<file path="config.mk">
export PLATFORM = sky130hd
export DESIGN_NAME = lock_pilot
export DESIGN_NICKNAME = d
export VERILOG_FILES = /design/src/rtl/lock_pkg.sv /design/src/rtl/lock_watchdog.sv /design/src/rtl/lock_pilot.sv
export SDC_FILE = /design/constraint.sdc
export NUM_CORES = 1
export LEC_CHECK = 0
export ABC_AREA = 1
export BUFFER_PORTS_ARGS = -buffer_cell sky130_fd_sc_hd__clkbuf_2
export CAP_MARGIN = 20
export CELL_PAD_IN_SITES_DETAIL_PLACEMENT = 1
export CELL_PAD_IN_SITES_GLOBAL_PLACEMENT = 2
export CORE_MARGIN = 3
export CORE_UTILIZATION = 29
export CTS_CLUSTER_DIAMETER = 120
export DETAILED_ROUTE_END_ITERATION = 16
export PLACE_DENSITY = 0.81
export REMOVE_ABC_BUFFERS = 1
export SLEW_MARGIN = 25
export SYNTH_ARGS = -nofsm -noshare
export SYNTH_HDL_FRONTEND = slang
export SYNTH_HIERARCHICAL = 1
export SYNTH_SLANG_ARGS = --single-unit
</file>
<file path="constraint.sdc">
create_clock -name clk -period 4.29 [get_ports clk]
set_clock_uncertainty 0.15 [all_clocks]
set_input_delay 0.858 -clock clk [delete_from_list [all_inputs] [get_ports clk]]
set_output_delay 0.858 -clock clk [all_outputs]
set_load 0.005 [all_outputs]
</file>
<file path="src/rtl/lock_pkg.sv">
// lock_pkg: definitions shared by the canal-lock pilot and the lock controller.
//   lock_state_e : pilot FSM states with fixed 4-bit LED codes (IDLE=0 .. FAULT=10)
//   Side*        : side select values (outer/inner port and water body)
//   Cmd*         : bit positions of the command vector driven to the lock controller
package lock_pkg;

    typedef enum logic [3:0] {
        StIdle     = 4'd0,
        StEqSrc    = 4'd1,
        StOpenSrc  = 4'd2,
        StArrive   = 4'd3,
        StCloseSrc = 4'd4,
        StEqDst    = 4'd5,
        StOpenDst  = 4'd6,
        StDepart   = 4'd7,
        StCloseDst = 4'd8,
        StAbort    = 4'd9,
        StFault    = 4'd10
    } lock_state_e;

    // The source side equals the latched direction bit, the destination its inverse.
    localparam logic SideOuter = 1'b0;
    localparam logic SideInner = 1'b1;

    localparam int unsigned CmdOuter  = 0;
    localparam int unsigned CmdInner  = 1;
    localparam int unsigned CmdRaise  = 2;
    localparam int unsigned CmdLower  = 3;
    localparam int unsigned CmdArrive = 4;
    localparam int unsigned CmdDepart = 5;
    localparam int unsigned CmdDir    = 6;
    localparam int unsigned NumCmds   = 7;

    // States that make up a normal transit (abort-able).
    function automatic logic is_transit(lock_state_e s);
        return (s >= StEqSrc) && (s <= StCloseDst);
    endfunction

    // Second half of the transit addresses the destination side.
    function automatic logic in_dst_leg(lock_state_e s);
        return (s == StEqDst) || (s == StOpenDst) || (s == StDepart) || (s == StCloseDst);
    endfunction

    // Successor of a transit state on normal completion of its step.
    function automatic lock_state_e next_step(lock_state_e s);
        case (s)
            StEqSrc:    return StOpenSrc;
            StOpenSrc:  return StArrive;
            StArrive:   return StCloseSrc;
            StCloseSrc: return StEqDst;
            StEqDst:    return StOpenDst;
            StOpenDst:  return StDepart;
            StDepart:   return StCloseDst;
            default:    return StIdle;
        endcase
    endfunction

endpackage

</file>
<file path="src/rtl/lock_watchdog.sv">
// lock_watchdog: per-state stall detector for the lock pilot.
//   clk, reset_n : clock, asynchronous active-low reset
//   restart_i    : high during the first cycle of a newly entered state
//   expired_o    : high once the state has been occupied for TIMEOUT cycles
module lock_watchdog #(
    parameter int unsigned TIMEOUT = 256
) (
    input  logic clk,
    input  logic reset_n,
    input  logic restart_i,
    output logic expired_o
);

    localparam int unsigned CntW = (TIMEOUT > 2) ? $clog2(TIMEOUT) : 1;
    // restart_i arrives one cycle after entry, so one cycle is already used up and the
    // terminal count of zero is reached after TIMEOUT-1 further cycles.
    localparam logic [CntW-1:0] LoadVal = CntW'(TIMEOUT - 2);

    logic [CntW-1:0] cnt_q;

    always_ff @(posedge clk or negedge reset_n) begin
        if (!reset_n) begin
            cnt_q <= LoadVal;
        end else if (restart_i) begin
            cnt_q <= LoadVal;
        end else if (cnt_q != '0) begin
            cnt_q <= cnt_q - CntW'(1);
        end
    end

    // The count is stale during the restart cycle.
    assign expired_o = !restart_i && (cnt_q == '0);

endmodule

</file>
<file path="src/rtl/lock_pilot.sv">
// lock_pilot: automatic operator for the canal-lock controller. A start pulse runs one
// full transit (equalise, open, gondola in, close, equalise, open, gondola out, close).
//   clk, reset_n             : clock, asynchronous active-low reset
//   start_i, dir_out_i       : transit request and direction (1 = inside to outside)
//   abort_i                  : level request for safe shutdown of a transit
//   *_water_i                : water levels of outer side, lock chamber, inner side
//   outer/inner_open_i       : port-open flags; gondola_in_i: gondola inside the lock
//   cmd_*_o                  : level commands to the lock controller, cmd_dir_o direction
//   busy_o, done_o, aborted_o, fault_o, state_o : status for board LEDs
module lock_pilot
    import lock_pkg::*;
#(
    parameter int unsigned WIDTH   = 8,
    parameter int unsigned TIMEOUT = 256
) (
    input  logic             clk,
    input  logic             reset_n,
    input  logic             start_i,
    input  logic             dir_out_i,
    input  logic             abort_i,
    input  logic [WIDTH-1:0] outer_water_i,
    input  logic [WIDTH-1:0] lock_water_i,
    input  logic [WIDTH-1:0] inner_water_i,
    input  logic             outer_open_i,
    input  logic             inner_open_i,
    input  logic             gondola_in_i,
    output logic             cmd_outer_o,
    output logic             cmd_inner_o,
    output logic             cmd_raise_o,
    output logic             cmd_lower_o,
    output logic             cmd_arrive_o,
    output logic             cmd_depart_o,
    output logic             cmd_dir_o,
    output logic             busy_o,
    output logic             done_o,
    output logic             aborted_o,
    output logic             fault_o,
    output logic [3:0]       state_o
);

    lock_state_e        state_q, state_d;
    logic [NumCmds-1:0] cmd_q, cmd_d;
    logic               busy_q, done_q, aborted_q, fault_q, restart_q;
    logic               dir_d;
    logic               expired;
    logic               step_exit;
    logic               cur_side, nxt_side, cur_open, ports_closed;
    logic [WIDTH-1:0]   cur_level, nxt_level;

    lock_watchdog #(
        .TIMEOUT(TIMEOUT)
    ) u_watchdog (
        .clk      (clk),
        .reset_n  (reset_n),
        .restart_i(restart_q),
        .expired_o(expired)
    );

    // Side addressed by the current state (exit test) and by the next state (decode).
    assign cur_side     = cmd_q[CmdDir] ^ in_dst_leg(state_q);
    assign nxt_side     = dir_d ^ in_dst_leg(state_d);
    assign cur_level    = (cur_side == SideInner) ? inner_water_i : outer_water_i;
    assign nxt_level    = (nxt_side == SideInner) ? inner_water_i : outer_water_i;
    assign cur_open     = (cur_side == SideInner) ? inner_open_i : outer_open_i;
    assign ports_closed = !outer_open_i && !inner_open_i;

    always_comb begin
        step_exit = 1'b0;
        case (state_q)
            StEqSrc, StEqDst:       step_exit = (lock_water_i == cur_level);
            StOpenSrc, StOpenDst:   step_exit = cur_open;
            StArrive:               step_exit = gondola_in_i;
            StDepart:               step_exit = !gondola_in_i;
            StCloseSrc, StCloseDst: step_exit = !cur_open;
            default:                step_exit = 1'b0;
        endcase
    end

    // Next state; priority within a transit is abort, then watchdog, then step completion.
    always_comb begin
        state_d = state_q;
        dir_d   = cmd_q[CmdDir];
        if (state_q == StIdle) begin
            if (start_i) begin
                state_d = StEqSrc;
                dir_d   = dir_out_i;
            end
        end else if (state_q == StAbort) begin
            if (expired) begin
                state_d = StFault;
            end else if (ports_closed) begin
                state_d = StIdle;
            end
        end else if (is_transit(state_q)) begin
            if (abort_i) begin
                state_d = StAbort;
            end else if (expired) begin
                state_d = StFault;
            end else if (step_exit) begin
                state_d = next_step(state_q);
            end
        end
    end

    // Commands of the next state, registered so they appear from its first cycle.
    always_comb begin
        cmd_d         = '0;
        cmd_d[CmdDir] = dir_d;
        case (state_d)
            StEqSrc, StEqDst: begin
                // Never move water while any port may still be open.
                if (ports_closed) begin
                    cmd_d[CmdRaise] = (lock_water_i < nxt_level);
                    cmd_d[CmdLower] = (lock_water_i > nxt_level);
                end
            end
            StOpenSrc, StArrive, StOpenDst, StDepart: begin
                cmd_d[CmdOuter] = (nxt_side == SideOuter);
                cmd_d[CmdInner] = (nxt_side == SideInner);
            end
            default: ;
        endcase
        cmd_d[CmdArrive] = (state_d == StArrive);
        cmd_d[CmdDepart] = (state_d == StDepart);
    end

    always_ff @(posedge clk or negedge reset_n) begin
        if (!reset_n) begin
            state_q   <= StIdle;
            cmd_q     <= '0;
            busy_q    <= 1'b0;
            done_q    <= 1'b0;
            aborted_q <= 1'b0;
            fault_q   <= 1'b0;
            restart_q <= 1'b1;
        end else begin
            state_q   <= state_d;
            cmd_q     <= cmd_d;
            busy_q    <= is_transit(state_d) || (state_d == StAbort);
            done_q    <= (state_q == StCloseDst) && (state_d == StIdle);
            aborted_q <= (state_q == StAbort) && (state_d == StIdle);
            fault_q   <= (state_d == StFault);
            restart_q <= (state_d != state_q);
        end
    end

    assign cmd_outer_o  = cmd_q[CmdOuter];
    assign cmd_inner_o  = cmd_q[CmdInner];
    assign cmd_raise_o  = cmd_q[CmdRaise];
    assign cmd_lower_o  = cmd_q[CmdLower];
    assign cmd_arrive_o = cmd_q[CmdArrive];
    assign cmd_depart_o = cmd_q[CmdDepart];
    assign cmd_dir_o    = cmd_q[CmdDir];
    assign busy_o       = busy_q;
    assign done_o       = done_q;
    assign aborted_o    = aborted_q;
    assign fault_o      = fault_q;
    assign state_o      = state_q;

endmodule

</file>
==> metrics, run 1 <==
outcome=finished, final reports clean; max-cap violations=0; # H-tree levels=1; Synth Instances=336; Global Route Usage Sum=0.171; Leak=1.60 nW; synthesized area=2210 um^2; DRT iter0 DRCs=91; Sink Count=24; n_diodes=0; share of cells above drive strength 1=0.379; FP Rows=31; worst setup path startpoint=state_o[2]; Seq pwr share=0.143; die area=8710 um^2; Sw Share=0.529; Starting Density=0.302; routability cong.=0.940; Clock Latency Late Sink=0.27 ns; Worst Hold Class=flip-flop to flip-flop; r2r setup slk=0.24 ns; synthesized area per cell=6.58 um^2; number of flops mapped to enable cells by yosys=0; clk buf depth=2; Max VDD drop=0.000240 V; fin crit period=4.05 ns; Max-slew headroom=0.531; post-synthesis cell type count=35; endpoint type of the worst setup path=flip-flop; Final ANT Viol Nets=0; first-pass GRT wire length=12000 um; initial antenna violation count=0; Crit path largest cell delay=0.48 ns; Total Routed Length=7690 um; grt ovf=0; PD cells=837 nW/um^2; worst endpoint data arrival time=4.08 ns; final setup violation count=0; hpwl dp=6020 um; Layout area overhead=39.0%; hold path start=restart_q; yosys warns=6; Post-synth ARST share=1.00; CTS Hold Buffers Added=0; Worst-Margin Slew=0.695 ns; CP max FO=7; Clock transition at path regs=0.09 ns; Yosys reg bits=24; Final Hold Violating Endpoints=0; largest net degree at the start of global routing=25; # DRC=0; root buffer cell=clkbuf_8; RSZ-0062 raised after global routing=yes; vias per inst=4.94; Pint=1.21 mW; critical path class=flip-flop to flip-flop; Num CTS Buffers=3; combinational share of power=0.780; WP data required=4.33 ns; most used cell, CP=nand2_1; clock share of power=0.077; pre-CTS WS=0.0149 ns; I/O Pins=47; Non-Filler Instances=503; die width=93.3 um; post-synthesis sequential area ratio=0.276; dpl cells=489; vias in the first global route=2351; Main synth FF type=dfrtp_1; routed vias=2484; CP max stage cell=dfrtp_2; # fillers=947; startpoint types=flip-flop; I/O Buffers=46; RR Startpoint=state_o[2]; total core area=7330 um^2; Slew Limit Fails=0; wire length per cell=15.3 um; DR pass1 iterations=4; final worst slack=0.244 ns; P_sw=1.36 mW; Layout Nets=447; die height=93.3 um; Final period util=0.943; FMAX=0.247 GHz; CTS tree=done
## per-stage QoR
step | hold slack (ns) | instance area (um^2) | power, mW | util | setup TNS (ns)
2_1_floorplan | 0.373 | 2170 | 1.35 | - | 0
3_3_place_gp | 0.401 | 2640 | 1.86 | 0.360 | 0
3_5_place_dp | 0.421 | 2640 | 1.88 | 0.360 | 0
4_1_cts | 0.437 | 2710 | 2.10 | 0.370 | 0
5_1_grt | 0.465 | 3070 | 2.80 | 0.419 | -0.139
6_report | 0.430 | 3070 | 2.57 | 0.419 | 0
## worst paths after layout
path | endpoint | depth (start not counted)
worst max-delay path | cmd_q[3] | 29
worst min-delay path | u_watchdog/cnt_q[7] | 2
worst max register to register | cmd_q[3] | 29
worst min register to register | u_watchdog/cnt_q[7] | 2
max in group asynchronous | state_o[0] | 1
min in group asynchronous | aborted_o | 1
## synthesized netlist by cell type (2+ instances only)
cell type / instances / area [um^2]
nand2_1: 76 / 285
inv_1: 59 / 221
nand3_1: 57 / 285
nor2_1: 24 / 90.1
dfrtp_1: 16 / 400
a21oi_1: 13 / 65.1
ha_1: 10 / 125
dfstp_2: 8 / 210
nand4_1: 8 / 50.1
nand2_2: 7 / 43.8
nand3_2: 7 / 70.1
nor3_1: 6 / 30.0
inv_2: 4 / 15.0
nand2_4: 4 / 45.0
nor2_2: 4 / 25.0
o21ai_0: 4 / 20.0
buf_4: 3 / 22.5
o21ai_1: 3 / 15.0
a211oi_1: 2 / 15.0
a31oi_1: 2 / 12.5
nor2_4: 2 / 22.5
nor4_1: 2 / 12.5
o211ai_1: 2 / 15.0
or2_2: 2 / 12.5
## logic make-up (layout without fill, tap and decap cells)
family / after synthesis / after routing / synth area share
and+or+nand+nor: 201 / 202 / 0.449
xor gates and xnor gates: 1 / 1 / 0.00396
adders and majority gates: 10 / 10 / 0.0566
buffers and inverters: 69 / 136 / 0.127
AOI/OAI and AO/OA: 31 / 31 / 0.0877
DFF: 24 / 24 / 0.276
## registers in the layout (all words and copies together), names as in the netlist
register and flops:
u_watchdog/cnt_q 8, cmd_q 7, state_o 4, aborted_o 1
busy_o 1, done_o 1, fault_o 1, restart_q 1
## layout make-up
class	count	area, um^2	share of cell area
clock inverters	1	30.0	0.00977
clock buffers	3	41.3	0.0134
flip-flops and latches	24	614	0.200
multi-input cells	244	1600	0.521
inverters	64	243	0.0790
well taps	99	124	0.0403
repair buffers	68	419	0.136
## worst max-delay path: cells and delay by family (launching register included)
family / cells / cell delay [ns]
AND/OR/NAND/NOR: 23 / 2.32
flip-flops: 1 / 0.48
buffers and inverters: 3 / 0.43
AO/OA/AOI/OAI: 2 / 0.31
adder cells (fa/ha/maj): 1 / 0.28
## cells in the final DEF, fill, tap and decap left out, types with 2 or more instances in the layout
cell type  instances
nand2_1           68
inv_1             56
clkbuf_2          46
nand3_1           45
nor2_1            22
buf_4             18
nand3_2           13
dfrtp_1           13
nand2_2           11
a21oi_1           11
nand2_4            8
nand4_1            8
dfstp_2            8
inv_2              7
nand3_4            6
ha_1               6
nor2_4             5
o21ai_1            4
nor3_1             4
ha_4               4
nor2_2             3
o21ai_0            3
clkbuf_8           3
buf_6              3
dfrtp_2            3
o211ai_1           2
a21oi_2            2
or2_2              2
nor4_1             2
a31oi_1            2
nor3_2             2
## power by group through the flow
stage / clock network (mW) / registers [mW] / logic (mW)
3_5_place_dp: 0 / 0.357 / 1.53
4_1_cts: 0.207 / 0.355 / 1.53
2_1_floorplan: 0 / 0.355 / 0.995
5_1_grt: 0.215 / 0.376 / 2.21
3_3_place_gp: 0 / 0.353 / 1.51
6_report: 0.199 / 0.367 / 2.01
## timing repair
action	CTS	global route
pin swaps	0	29
buffers inserted	0	8
setup endpoints to repair	1	2
cloned	0	2
resized for setup	1	60
## metal layers
layer  up-vias  share of wire  track usage
met1      1202           0.48        0.259
met5         -              0            0
li1       1226              -            -
met4         0         0.0030       0.0305
met3         2          0.038       0.0129
met2        54           0.48        0.267
Power figures use the tool's default switching activity.
==> run 2: changes to the inputs <==
CELL_PAD_IN_SITES_DETAIL_PLACEMENT = not set   (was 1)
CELL_PAD_IN_SITES_GLOBAL_PLACEMENT = not set   (was 2)
CORE_UTILIZATION = 40   (was 29)
PLACE_DENSITY = 0.64   (was 0.81)
==> metrics, run 2 (synthesis gave the netlist of run 1 again) <==
Layout area overhead=28.9%; routability cong.=0.889; # DRC=0; initial antenna violation count=0; vias per inst=5.20; Layout Nets=441; clk buf depth=2; WP data required=4.28 ns; die area=6460 um^2; Clock transition at path regs=0.09 ns; root buffer cell=clkbuf_8; Max-slew headroom=0.481; Slew Limit Fails=0; Final Hold Violating Endpoints=0; Global Route Usage Sum=0.181; total core area=5240 um^2; CTS tree=done; final setup violation count=0; DR pass1 iterations=4; most frequent cells in the layout=nand2_1, inv_1, nand3_1; Max VDD drop=0.000360 V; largest net degree at the start of global routing=25; Final ANT Viol Nets=0; FP Rows=26; FMAX=0.242 GHz; RR Endpoint=cmd_q[3]; Num CTS Buffers=3; I/O Pins=47; vias in the first global route=2062; max-cap violations=0; routed vias=2434; post-route cell area=2850 um^2; # H-tree levels=1; endpoint type of the worst setup path=flip-flop; Util after Layout=0.544; PD cells=793 nW/um^2; Most flops, register=u_watchdog/cnt_q; Non-Filler Instances=468; CTS Hold Buffers Added=0; DRT iter0 DRCs=146; reg2reg path depth=25; CP max FO=16; grt ovf=0; critical path class=flip-flop to flip-flop; r2r setup slk=0.15 ns; Final period util=0.964; placed instance area=2530 um^2; hpwl dp=4650 um; dpl cells=452; die height=80.3 um; share of cells above drive strength 1=0.309; startpoint types=flip-flop; Starting Density=0.422; n_diodes=0; Clock Latency Late Sink=0.26 ns; Leak=1.55 nW; Worst-Margin Slew=0.771 ns; I/O Buffers=46; RR Startpoint=state_o[3]; Power Total=2.26 mW; Total Routed Length=6160 um; die width=80.3 um; max reg flops=8; most common cell after layout, fill and taps aside=nand2_1; wire length per cell=13.2 um; outcome=finished, final reports clean; Worst Hold Class=input port to asynchronous set/reset pin; setup TNS=0 ns; Sink Count=24; first-pass GRT wire length=9340 um; worst endpoint data arrival time=4.13 ns; fin crit period=4.14 ns
run 2: changes by cell type in the layout (fill, tap and decap cells not counted), moves of 3 or more:
cell | before | now
nand3_1 | 45 | 56
buf_6 | 3 | 0
nand2_1 | 68 | 73
nand3_2 | 13 | 2
nand2_2 | 11 | 5
run 2: final cells by class:
class | instances | area, um^2
clock buffers | 3 | 41.3
multi-input cells | 244 | 1480
flip-flops and latches | 24 | 614
inverters | 64 | 243
fillers | 521 | 2390
repair buffers | 62 | 350
well taps | 70 | 87.6
clock inverters | 1 | 30.0
run 2: metrics by stage:
step | hold slack [ns] | setup slack [ns]
final | 0.422 | 0.154
after global routing | 0.453 | -0.121
after global placement | 0.404 | 0.204
after detailed placement | 0.420 | 0.134
after CTS | 0.436 | 0.0595
after floorplan | 0.373 | 0.471
run 2: repair_timing:
| item | 4_1_cts | 5_1_grt |
|---|---|---|
| resized for setup | 0 | 31 |
| buffers inserted | 0 | 11 |
| setup endpoints to repair | 0 | 2 |
run 2: per-layer routing:
layer  global-route usage  share of wire  up-vias
met2                0.307           0.50       82
met5                    0              0        -
met1                0.246           0.43     1115
met3              0.00897          0.052       10
li1                     -              -     1227
met4               0.0591          0.017        0
run 2: how the worst max path moves through the flow:
stage	startpoint	to	slack, ns	cells past startpoint
floorplan	state_o[3]	cmd_q[3]	0.47	26
global placement	state_o[3]	cmd_q[3]	0.20	28
detailed placement	state_o[3]	cmd_q[3]	0.13	28
CTS	state_o[3]	cmd_q[3]	0.06	28
global route	state_o[3]	cmd_q[3]	-0.12	25
finish	state_o[3]	cmd_q[3]	0.15	25
run 2: worst max-delay path, cell delays in order, from the launching register on:
cell	delay [ns]
dfrtp_1	0.42
buf_4	0.16
nor2_2	0.14
nand2_2	0.10
nand2_1	0.12
nand2_4	0.09
nand2_8	0.12
o21ai_1	0.10
or2_2	0.28
nand3_1	0.12
o21bai_4	0.14
nand2_1	0.07
nand3_1	0.07
nand2_1	0.10
a21oi_4	0.27
nand4_1	0.30
nand3_4	0.19
nand3_1	0.09
nand2_1	0.07
ha_1	0.23
a21oi_1	0.16
nor2_1	0.07
a211oi_2	0.16
o221ai_2	0.13
o21ai_1	0.09
nor3_1	0.06
run 2: where the power goes:
part / switching (mW) / internal [mW] / total (mW)
Clock: 0.0696 / 0.125 / 0.194
Sequential: 0.0641 / 0.297 / 0.361
Combinational: 1.05 / 0.654 / 1.70
Total: 1.18 / 1.07 / 2.26
